**config.mk**
```make
export PLATFORM = sky130hd
export DESIGN_NAME = decoder_layer_sequencer
export DESIGN_NICKNAME = d
export VERILOG_FILES = /design/src/rtl/decoder_seq_pkg.sv /design/src/rtl/decoder_layer_rom.sv /design/src/rtl/decoder_layer_sequencer.sv
export SDC_FILE = /design/constraint.sdc
export NUM_CORES = 1
export LEC_CHECK = 0
export CAP_MARGIN = 0
export CELL_PAD_IN_SITES_DETAIL_PLACEMENT = 0
export CELL_PAD_IN_SITES_GLOBAL_PLACEMENT = 1
export CORE_ASPECT_RATIO = 1.5
export CORE_UTILIZATION = 34
export DETAILED_ROUTE_END_ITERATION = 6
export PLACE_DENSITY = 0.85
export SYNTH_ARGS = -nofsm -noshare
export SYNTH_HDL_FRONTEND = slang
export SYNTH_SLANG_ARGS = --single-unit
```
**constraint.sdc**
```tcl
create_clock -name clk -period 3.3 [get_ports clk]
set_clock_uncertainty 0.1 [all_clocks]
set_input_delay 0.825 -clock clk [delete_from_list [all_inputs] [get_ports clk]]
set_output_delay 0.825 -clock clk [all_outputs]
set_load 0.005 [all_outputs]
```
**src/rtl/decoder_seq_pkg.sv**
```systemverilog
// Shared types and elaboration-time helpers for the decoder layer sequencer.
// Holds the FSM state type, the layer count and the function that builds
// each layer's configuration from the decoder channel counts and input size.
package decoder_seq_pkg;

  localparam int LAYER_N = 8;

  typedef enum logic [2:0] {
    S_IDLE,
    S_ISSUE,
    S_WAIT,
    S_NEXT,
    S_FIN,
    S_ERR
  } seq_state_t;

  // Channel and size fields are 8 bits wide. A count of 256 (4N at N=64)
  // wraps to 0, and the engine treats 0 as 256. Addresses are kept at 32
  // bits here, and each user slices them to its own address width.
  typedef struct packed {
    logic [7:0]  in_ch;
    logic [7:0]  out_ch;
    logic [7:0]  h;
    logic [7:0]  w;
    logic [31:0] wbase;
    logic [31:0] bbase;
    logic        ps_en;
    logic        relu_in;
    logic        res_add;
    logic [1:0]  ctx_sel;
  } layer_cfg_t;

  function automatic logic [31:0] layer_in_ch(input int k, input int n, input int m);
    case (k)
      0:       return 32'(m);
      1, 3, 6: return 32'(n);
      default: return 32'(2 * n);
    endcase
  endfunction

  function automatic logic [31:0] layer_out_ch(input int k, input int n);
    case (k)
      0, 1, 4: return 32'(4 * n);
      2, 5:    return 32'(n);
      3, 6:    return 32'(2 * n);
      default: return 32'd128;
    endcase
  endfunction

  // Each pixel-shuffle layer doubles the spatial size seen by the layers after it.
  function automatic logic [31:0] layer_scale(input int k);
    case (k)
      0:       return 32'd1;
      1:       return 32'd2;
      2, 3, 4: return 32'd4;
      default: return 32'd8;
    endcase
  endfunction

  function automatic layer_cfg_t layer_cfg(input int k, input int n, input int m,
                                           input int h, input int w);
    layer_cfg_t  cfg;
    logic [31:0] in_v;
    logic [31:0] out_v;
    logic [31:0] h_v;
    logic [31:0] w_v;
    logic [31:0] wsum;
    logic [31:0] bsum;
    wsum = 32'd0;
    bsum = 32'd0;
    for (int j = 0; j < k; j++) begin
      wsum = wsum + layer_out_ch(j, n) * layer_in_ch(j, n, m) * 32'd9;
      bsum = bsum + layer_out_ch(j, n);
    end
    in_v        = layer_in_ch(k, n, m);
    out_v       = layer_out_ch(k, n);
    h_v         = 32'(h) * layer_scale(k);
    w_v         = 32'(w) * layer_scale(k);
    cfg.in_ch   = in_v[7:0];
    cfg.out_ch  = out_v[7:0];
    cfg.h       = h_v[7:0];
    cfg.w       = w_v[7:0];
    cfg.wbase   = wsum;
    cfg.bbase   = bsum;
    cfg.ps_en   = (k == 0) || (k == 1) || (k == 4) || (k == 7);
    cfg.relu_in = (k == 2) || (k == 3) || (k == 5) || (k == 6);
    cfg.res_add = (k == 3) || (k == 6);
    cfg.ctx_sel = (k == 2) ? 2'd1 : ((k == 5) ? 2'd2 : 2'd0);
    return cfg;
  endfunction

endpackage

```
**src/rtl/decoder_layer_rom.sv**
```systemverilog
// Combinational layer_idx -> layer configuration lookup. The table is
// built once at elaboration from the decoder parameters, so the hardware
// is an 8-entry constant mux.
module decoder_layer_rom
  import decoder_seq_pkg::*;
#(
  parameter int CHANNEL_N = 64,
  parameter int CHANNEL_M = 96,
  parameter int HEIGHT    = 4,
  parameter int WIDTH     = 4,
  parameter int ADDR_W    = 24
) (
  input  logic [2:0]        layer_idx,
  output logic [7:0]        in_ch,
  output logic [7:0]        out_ch,
  output logic [7:0]        h,
  output logic [7:0]        w,
  output logic [ADDR_W-1:0] wbase,
  output logic [ADDR_W-1:0] bbase,
  output logic              ps_en,
  output logic              relu_in,
  output logic              res_add,
  output logic [1:0]        ctx_sel
);

  logic [7:0]        in_tab   [LAYER_N];
  logic [7:0]        out_tab  [LAYER_N];
  logic [7:0]        h_tab    [LAYER_N];
  logic [7:0]        w_tab    [LAYER_N];
  logic [ADDR_W-1:0] wb_tab   [LAYER_N];
  logic [ADDR_W-1:0] bb_tab   [LAYER_N];
  logic              ps_tab   [LAYER_N];
  logic              relu_tab [LAYER_N];
  logic              res_tab  [LAYER_N];
  logic [1:0]        ctx_tab  [LAYER_N];

  for (genvar k = 0; k < LAYER_N; k++) begin : g_layer
    localparam layer_cfg_t C = layer_cfg(k, CHANNEL_N, CHANNEL_M, HEIGHT, WIDTH);
    assign in_tab[k]   = C.in_ch;
    assign out_tab[k]  = C.out_ch;
    assign h_tab[k]    = C.h;
    assign w_tab[k]    = C.w;
    assign wb_tab[k]   = C.wbase[ADDR_W-1:0];
    assign bb_tab[k]   = C.bbase[ADDR_W-1:0];
    assign ps_tab[k]   = C.ps_en;
    assign relu_tab[k] = C.relu_in;
    assign res_tab[k]  = C.res_add;
    assign ctx_tab[k]  = C.ctx_sel;
  end

  // Select the entry for the requested layer.
  always_comb begin
    in_ch   = in_tab[layer_idx];
    out_ch  = out_tab[layer_idx];
    h       = h_tab[layer_idx];
    w       = w_tab[layer_idx];
    wbase   = wb_tab[layer_idx];
    bbase   = bb_tab[layer_idx];
    ps_en   = ps_tab[layer_idx];
    relu_in = relu_tab[layer_idx];
    res_add = res_tab[layer_idx];
    ctx_sel = ctx_tab[layer_idx];
  end

endmodule

```
**src/rtl/decoder_layer_sequencer.sv**
```systemverilog
// Runs the decoder's eight conv layers on one shared conv engine with a
// start/done handshake per layer, and presents a stable per-layer config.
// Optional feature: define SEQ_TIMEOUT_EN to add an engine watchdog that
// ends the pass with a sticky err flag. Without it, WAIT is unbounded.
module decoder_layer_sequencer
  import decoder_seq_pkg::*;
#(
  parameter int DATA_WIDTH     = 32,
  parameter int CHANNEL_N      = 64,
  parameter int CHANNEL_M      = 96,
  parameter int HEIGHT         = 4,
  parameter int WIDTH          = 4,
  parameter int ADDR_W         = 24,
  parameter int TIMEOUT_CYCLES = 1048576
) (
  input  logic              clk,
  input  logic              rst,
  input  logic              start,
  input  logic              abort,
  output logic              busy,
  output logic              done,
  output logic              err,
  output logic              eng_start,
  input  logic              eng_done,
  output logic [2:0]        layer_idx,
  output logic [7:0]        cfg_in_ch,
  output logic [7:0]        cfg_out_ch,
  output logic [7:0]        cfg_h,
  output logic [7:0]        cfg_w,
  output logic [ADDR_W-1:0] cfg_wbase,
  output logic [ADDR_W-1:0] cfg_bbase,
  output logic              cfg_ps_en,
  output logic              cfg_relu_in,
  output logic              cfg_res_add,
  output logic [1:0]        cfg_ctx_sel,
  output logic [31:0]       cycle_cnt
);

  seq_state_t        state_q, state_d;
  logic [2:0]        layer_d;
  logic              load_layer;
  logic              clr_pass;
  logic [7:0]        rom_in_ch, rom_out_ch, rom_h, rom_w;
  logic [ADDR_W-1:0] rom_wbase, rom_bbase;
  logic              rom_ps_en, rom_relu_in, rom_res_add;
  logic [1:0]        rom_ctx_sel;

  // The ROM is indexed by the next layer so the registered config changes
  // on the same edge as layer_idx and stays aligned with it.
  decoder_layer_rom #(
    .CHANNEL_N (CHANNEL_N),
    .CHANNEL_M (CHANNEL_M),
    .HEIGHT    (HEIGHT),
    .WIDTH     (WIDTH),
    .ADDR_W    (ADDR_W)
  ) u_rom (
    .layer_idx (layer_d),
    .in_ch     (rom_in_ch),
    .out_ch    (rom_out_ch),
    .h         (rom_h),
    .w         (rom_w),
    .wbase     (rom_wbase),
    .bbase     (rom_bbase),
    .ps_en     (rom_ps_en),
    .relu_in   (rom_relu_in),
    .res_add   (rom_res_add),
    .ctx_sel   (rom_ctx_sel)
  );

`ifdef SEQ_TIMEOUT_EN
  localparam int WAIT_W = $clog2(TIMEOUT_CYCLES + 1);
  logic [WAIT_W-1:0] wait_cnt;
  logic              timeout;

  // Counts cycles spent in WAIT. The count is cleared whenever the FSM is
  // outside WAIT, so every layer starts counting from zero.
  always_ff @(posedge clk or posedge rst) begin
    if (rst)                    wait_cnt <= '0;
    else if (state_q != S_WAIT) wait_cnt <= '0;
    else                        wait_cnt <= wait_cnt + 1'b1;
  end

  assign timeout = (state_q == S_WAIT) && (wait_cnt == WAIT_W'(TIMEOUT_CYCLES - 1));

  // Sticky error flag: set when the FSM enters ERR, cleared by an accepted start.
  always_ff @(posedge clk or posedge rst) begin
    if (rst)                    err <= 1'b0;
    else if (clr_pass)          err <= 1'b0;
    else if (state_d == S_ERR)  err <= 1'b1;
  end
`else
  assign err = 1'b0;
`endif

  // State register.
  always_ff @(posedge clk or posedge rst) begin
    if (rst) state_q <= S_IDLE;
    else     state_q <= state_d;
  end

  // Next-state logic and handshake outputs. Abort overrides everything,
  // including a same-cycle eng_done.
  always_comb begin
    state_d    = state_q;
    layer_d    = layer_idx;
    load_layer = 1'b0;
    clr_pass   = 1'b0;
    eng_start  = 1'b0;
    done       = 1'b0;
    busy       = (state_q != S_IDLE);
    case (state_q)
      S_IDLE: begin
        if (start) begin
          state_d    = S_ISSUE;
          layer_d    = 3'd0;
          load_layer = 1'b1;
          clr_pass   = 1'b1;
        end
      end
      S_ISSUE: begin
        eng_start = 1'b1;
        state_d   = S_WAIT;
      end
      S_WAIT: begin
        if (eng_done) state_d = S_NEXT;
`ifdef SEQ_TIMEOUT_EN
        else if (timeout) state_d = S_ERR;
`endif
      end
      S_NEXT: begin
        if (layer_idx == 3'(LAYER_N - 1)) begin
          state_d = S_FIN;
        end else begin
          state_d    = S_ISSUE;
          layer_d    = layer_idx + 3'd1;
          load_layer = 1'b1;
        end
      end
      S_FIN: begin
        done    = 1'b1;
        state_d = S_IDLE;
      end
      S_ERR: begin
        done    = 1'b1;
        state_d = S_IDLE;
      end
      default: state_d = S_IDLE;
    endcase
    if (abort && (state_q != S_IDLE)) begin
      state_d    = S_IDLE;
      layer_d    = layer_idx;
      load_layer = 1'b0;
      eng_start  = 1'b0;
      done       = 1'b0;
    end
  end

  // Layer index and its registered configuration. Both load together.
  always_ff @(posedge clk or posedge rst) begin
    if (rst) begin
      layer_idx   <= 3'd0;
      cfg_in_ch   <= '0;
      cfg_out_ch  <= '0;
      cfg_h       <= '0;
      cfg_w       <= '0;
      cfg_wbase   <= '0;
      cfg_bbase   <= '0;
      cfg_ps_en   <= 1'b0;
      cfg_relu_in <= 1'b0;
      cfg_res_add <= 1'b0;
      cfg_ctx_sel <= '0;
    end else if (load_layer) begin
      layer_idx   <= layer_d;
      cfg_in_ch   <= rom_in_ch;
      cfg_out_ch  <= rom_out_ch;
      cfg_h       <= rom_h;
      cfg_w       <= rom_w;
      cfg_wbase   <= rom_wbase;
      cfg_bbase   <= rom_bbase;
      cfg_ps_en   <= rom_ps_en;
      cfg_relu_in <= rom_relu_in;
      cfg_res_add <= rom_res_add;
      cfg_ctx_sel <= rom_ctx_sel;
    end
  end

  // Pass cycle counter: zeroed on an accepted start, saturates, and holds in IDLE.
  always_ff @(posedge clk or posedge rst) begin
    if (rst)                               cycle_cnt <= 32'd0;
    else if (clr_pass)                     cycle_cnt <= 32'd0;
    else if (busy && (cycle_cnt != '1))    cycle_cnt <= cycle_cnt + 32'd1;
  end

endmodule

```
# After elaboration in Yosys (flattened, before gate mapping)
# Memories as Yosys holds them, arrays and structs flattened. A register that Yosys moved wholly into a read port is not among the register bits.
# Cells that the tools add are included.
# W data, S select, Z words.
[classes]
add_sub_neg = 2
eq_ne = 9
mux = 20
n_bitwise = 1
n_reduce_logical = 7
[op_table]
columns = ["op", "count"]
rows = [
  ["$mux W32", 2],
  ["$add A32 B1 Y32 const B", 1],
  ["$ne A32 B32 Y1 const B", 1],
  ["$mux W3", 7],
  ["$pmux W3 S4", 1],
  ["$eq A3 B3 Y1 const B", 3],
  ["$mux W1", 8],
  ["$eq A3 B2 Y1 const B", 2],
  ["$ne A3 B3 Y1 const B", 2],
  ["$pmux W3 S2", 1],
  ["$not A3 Y4", 1],
  ["$add A3 B1 Y3 const B", 1],
  ["$eq A3 B1 Y1 const B", 1],
  ["$logic_not A3 Y1", 1],
  ["$reduce_bool A3 Y1", 1],
  ["$logic_and A1 B1 Y1", 2],
  ["$pmux W1 S2", 1],
  ["$reduce_and A2 Y1", 1],
  ["$reduce_bool A2 Y1", 1],
  ["$reduce_or A2 Y1", 1],
]
[word_totals]
ff_bits = 38
rom_bits = 616
input_bits = 5
elab_cells = 51
mem_count = 9
[memory_table]
columns = ["memory", "words", "word_bits", "rd", "rd_clocked_by_memory_dff", "write_ports", "line", "rtl"]
rows = [
  ["(no name shown)", 8, 24, 1, 1, 0, "decoder_layer_rom.sv:58", "bbase = bb_tab[layer_idx];"],
  ["(no name shown)", 8, 24, 1, 1, 0, "decoder_layer_rom.sv:57", "wbase = wb_tab[layer_idx];"],
  ["(no name shown)", 8, 8, 1, 1, 0, "decoder_layer_rom.sv:55", "h = h_tab[layer_idx];"],
  ["(no name shown)", 8, 8, 1, 1, 0, "decoder_layer_rom.sv:54", "out_ch = out_tab[layer_idx];"],
  ["(no name shown)", 8, 8, 1, 1, 0, "decoder_layer_rom.sv:53", "in_ch = in_tab[layer_idx];"],
  ["(no name shown)", 8, 2, 1, 1, 0, "decoder_layer_rom.sv:62", "ctx_sel = ctx_tab[layer_idx];"],
  ["3 more memories", "--", "--", "--", "--", "--", "--", ""],
]

# Depth between registers and ports, before layout
[depth]
depth_word = 5
depth_mapped = 10
mapped_depth_nobuf = 9

# Hierarchy
# From an unflattened synthesis, not the netlist that was laid out.
[hier_totals]
cells_unflattened = 521
hier_area_um2 = 6074.6
[by_module_without_submodules]
columns = ["module", "n_inst", "cells_per_inst", "area_per_inst_um2", "seq_area_each_um2"]
rows = [
  ["decoder_layer_sequencer", 1, 414, 5300.1, 3078.0],
  ["decoder_layer_rom", 1, 107, 774.5, 0.0],
]

# Worst setup path before layout
# No wires, ideal clock.
[synth_timing]
path_kind = "input to register"
start = "input start"
end = "register cfg_wbase[16]"
setup_ps = 136
arrival_ps = 2596
t_required_ps = 3064
path_slack_ps = 468
stages = 9
n_path_buf = 1
path_cell_list = "or3b_2 -> o211ai_1 -> and2_1 -> clkbuf_1 -> inv_1 -> ha_1 -> or3_1 -> o21ai_0 -> o21ai_0"
[synth_between]
elab_chain_cells = 4
word_cells_on_any_way = 7
classes_between = "mux (6); bitwise (1)"
[synth_lines]
columns = ["item", "line", "rtl"]
rows = [
  ["from (decl)", "decoder_layer_sequencer.sv:18", "input logic start,"],
  ["$mux W3", "decoder_layer_sequencer.sv:113", "if (start) begin"],
  ["$pmux W3 S2", "decoder_layer_sequencer.sv:111", "case (state_q)"],
  ["$mux W3", "decoder_layer_sequencer.sv:149", "if (abort && (state_q != S_IDLE)) begin"],
  ["via layer_d[1]", "decoder_layer_sequencer.sv:40", "logic [2:0] layer_d;"],
  ["$not A3 Y4 (implied by the code)", "decoder_layer_rom.sv:57", ""],
  ["to (decl)", "decoder_layer_sequencer.sv:30", "output logic [ADDR_W-1:0] cfg_wbase,"],
]
# The timed path passes the listed nets, and every way through them passes these cells.
# A chain may end at the register's enable or synchronous reset.

# Final worst setup path
[layout_timing]
start = "input abort"
end = "output eng_start"
[layout_between]
elab_chain_cells = 2
[layout_lines]
columns = ["item", "line", "rtl"]
rows = [
  ["from (decl)", "decoder_layer_sequencer.sv:19", "input logic abort,"],
  ["$logic_and A1 B1 Y1", "decoder_layer_sequencer.sv:149", ""],
  ["$mux W1", "decoder_layer_sequencer.sv:149", ""],
  ["to (decl)", "decoder_layer_sequencer.sv:23", "output logic eng_start,"],
]
# No other way between the ends.

==> metrics.txt <==
antenna cells 0; Distinct cells, synth 49; Peak VDD IR 380 uV; area grow syn2layout 27.7%; synthesized area 3730 sq um; vias in the first global route 3033; H-tree depth 3; clk root buf clkbuf_16; Clock transition at path regs 50 ps; WHS Path Cells 2; Syn. warnings 0; Worst Tran Pin Value 778 ps; Post-synth top flop dfrtp_1; Via density 4.98; pre-CTS setup slack 49.5 ps; 1st-iter DRT viols 139; Max Slew Vio Count 0; post-synthesis sequential area ratio 0.416; CP Data Required Time 2370 ps; Die Y 130 microns; setup ws final 202 ps; first-pass GRT wire length 14900 microns; CORE AREA 10600 sq um; row count 46; Resize count post-CTS 0; syn_area_per_cell 9.24 sq um; f_max 0.323 GHz; commonest non-fill, non-tap cell in the layout clkdlybuf4s50_1; GRT Residual Overflow 0; gpl congestion 0.916; DRC violations left 0; Syn Inst Count 404; Die ar. 11400 sq um; via count 3117; # setup viols final 0; Starting Density 0.350; Yosys reg bits 62; # Post-CTS Setup Buffers 0; CP arrival 2170 ps; routed wire length per instance 14.8 microns; Hold Buf Count CTS 0; Final Hold Viols 0; layout net count 491; EDFF count, synth 0; CP Capture Type primary output; placed inst area 4440 sq um; CTS Buf Count 9; CTS tree done; total track usage 0.171; DR pass1 iterations 4; CTS max path bufs 2; DP Wirelength 6590 microns; number of antenna violations at the first check in global routing 0; Leak 2.11 nW; largest net degree at the start of global routing 33; status completed; MaxCap Viol Count 0; Cell Pwr Density 663 nW/um^2; Startpoint Class input pin; final instance area 4760 sq um; port bufs 72; commonest cells after routing, fill and taps aside clkdlybuf4s50_1 (72), dfrtp_1 (62), conb_1 (56); Post-synth ARST share 1.00; HP Class flop to flop; period utilization 0.939; maximum fanout along the worst path 4; Final ANT Viol Nets 0; Synth top area share 0.416; top cell type by total area after synthesis dfrtp_1; layout cell share with drive strength beyond 1 0.0851; max_slew headroom 0.481; WHS 381 ps; final WL 9250 microns; Ports 129; TNS Setup 0 ps; Worst R2R Path Depth 8; later-pin clock latency in the skew report 330 ps; synth top area cells dfrtp_1 (42%), buf_4 (13%), nand2_1 (4.5%); CP Class input pin to primary output; CTS Sinks 62; RSZ-0062 raised after global routing false; min cycle time layout 3100 ps; die width 87.5 microns
-- synth_stat cells (2+ instances only) --
| master | number |
|---|---|
| a211oi_1 | 6 |
| a21o_1 | 4 |
| a21oi_1 | 13 |
| a221o_1 | 3 |
| a22o_1 | 4 |
| a31o_2 | 2 |
| a31oi_1 | 5 |
| and2_1 | 5 |
| and3_1 | 3 |
| and4_1 | 6 |
| buf_2 | 3 |
| buf_4 | 66 |
| clkbuf_1 | 12 |
| dfrtp_1 | 62 |
| ha_1 | 8 |
| inv_1 | 9 |
| mux2i_1 | 8 |
| nand2_1 | 45 |
| nand2b_1 | 4 |
| nand3_1 | 9 |
| nand4_1 | 14 |
| nand4b_1 | 2 |
| nor2_1 | 28 |
| nor3_1 | 11 |
| nor3b_1 | 3 |
| nor4_1 | 4 |
| nor4b_1 | 2 |
| o211ai_1 | 9 |
| o21ai_0 | 6 |
| o31ai_1 | 7 |
| or3_1 | 6 |
| or4_1 | 9 |
| or4b_1 | 3 |
| xnor2_1 | 8 |
-- worst max-delay path, cell delays in order --
cell and delay [ps]:
clkdlybuf4s50_1 480, nor4b_1 310, clkdlybuf4s50_1 560
-- kinds of logic after synthesis --
family                   share of synthesized area
multiplexers                                0.0215
AO/OA/AOI/OAI                                0.122
XOR/XNOR                                    0.0211
other                                      0.00101
adder cells (fa/ha/maj)                     0.0268
AND/OR/NAND/NOR                              0.232
buffers and inverters                        0.160
flip-flops                                   0.416
-- final cells by class --
class,count,area (sq um)
repair buffers,89,873
fillers,1043,5880
multi-input cells,305,1790
well taps,144,180
inverters,11,41.3
clock buffers,12,256
clock inverters,3,67.6
flip-flops and latches,62,1550
-- path summary, 6_finish.rpt --
path / start / slack (ps) / endpoint
setup / recovery: abort / 200 / eng_start
hold reg to reg: cfg_bbase[10] / 380 / cfg_bbase[10]
max in group asynchronous: rst / 1660 / cycle_cnt[5]
setup reg to reg: layer_idx[0] / 630 / cfg_ps_en
hold / removal: cfg_bbase[10] / 380 / cfg_bbase[10]
min in group asynchronous: rst / 820 / cfg_in_ch[7]
-- state kept, by name (all words and copies together), names as in the netlist --
register	flops
cfg_relu_in	1
cfg_ctx_sel	2
cfg_ps_en	1
cfg_res_add	1
state_q	3
cfg_out_ch	2
cfg_bbase	5
cfg_w	3
layer_idx	3
cycle_cnt	32
cfg_in_ch	3
cfg_wbase	6
-- stage by stage --
stage	total power [mW]	std cells	util
global route	3.33	626	0.447
floorplan	1.66	459	-
CTS	3.18	626	0.447
global placement	2.11	611	0.417
finish	3.16	626	0.447
detailed placement	2.12	611	0.417
-- power by group --
group / leakage (nW) / switching (mW) / internal (mW) / total, mW
Sequential: 0.835 / 0.155 / 0.905 / 1.06
Clock: 0.155 / 0.337 / 0.698 / 1.03
Combinational: 1.12 / 0.530 / 0.533 / 1.06
Total: 2.11 / 1.02 / 2.14 / 3.16
-- routing by layer --
layer / GRT usage / vias up / part of all wire
li1: - / 1474 / -
met1: 0.203 / 1517 / 0.41
met2: 0.282 / 110 / 0.51
met3: 0.0455 / 16 / 0.061
met4: 0.0839 / 0 / 0.022
met5: 0 / - / 0
Power figures use the tool's default switching activity.
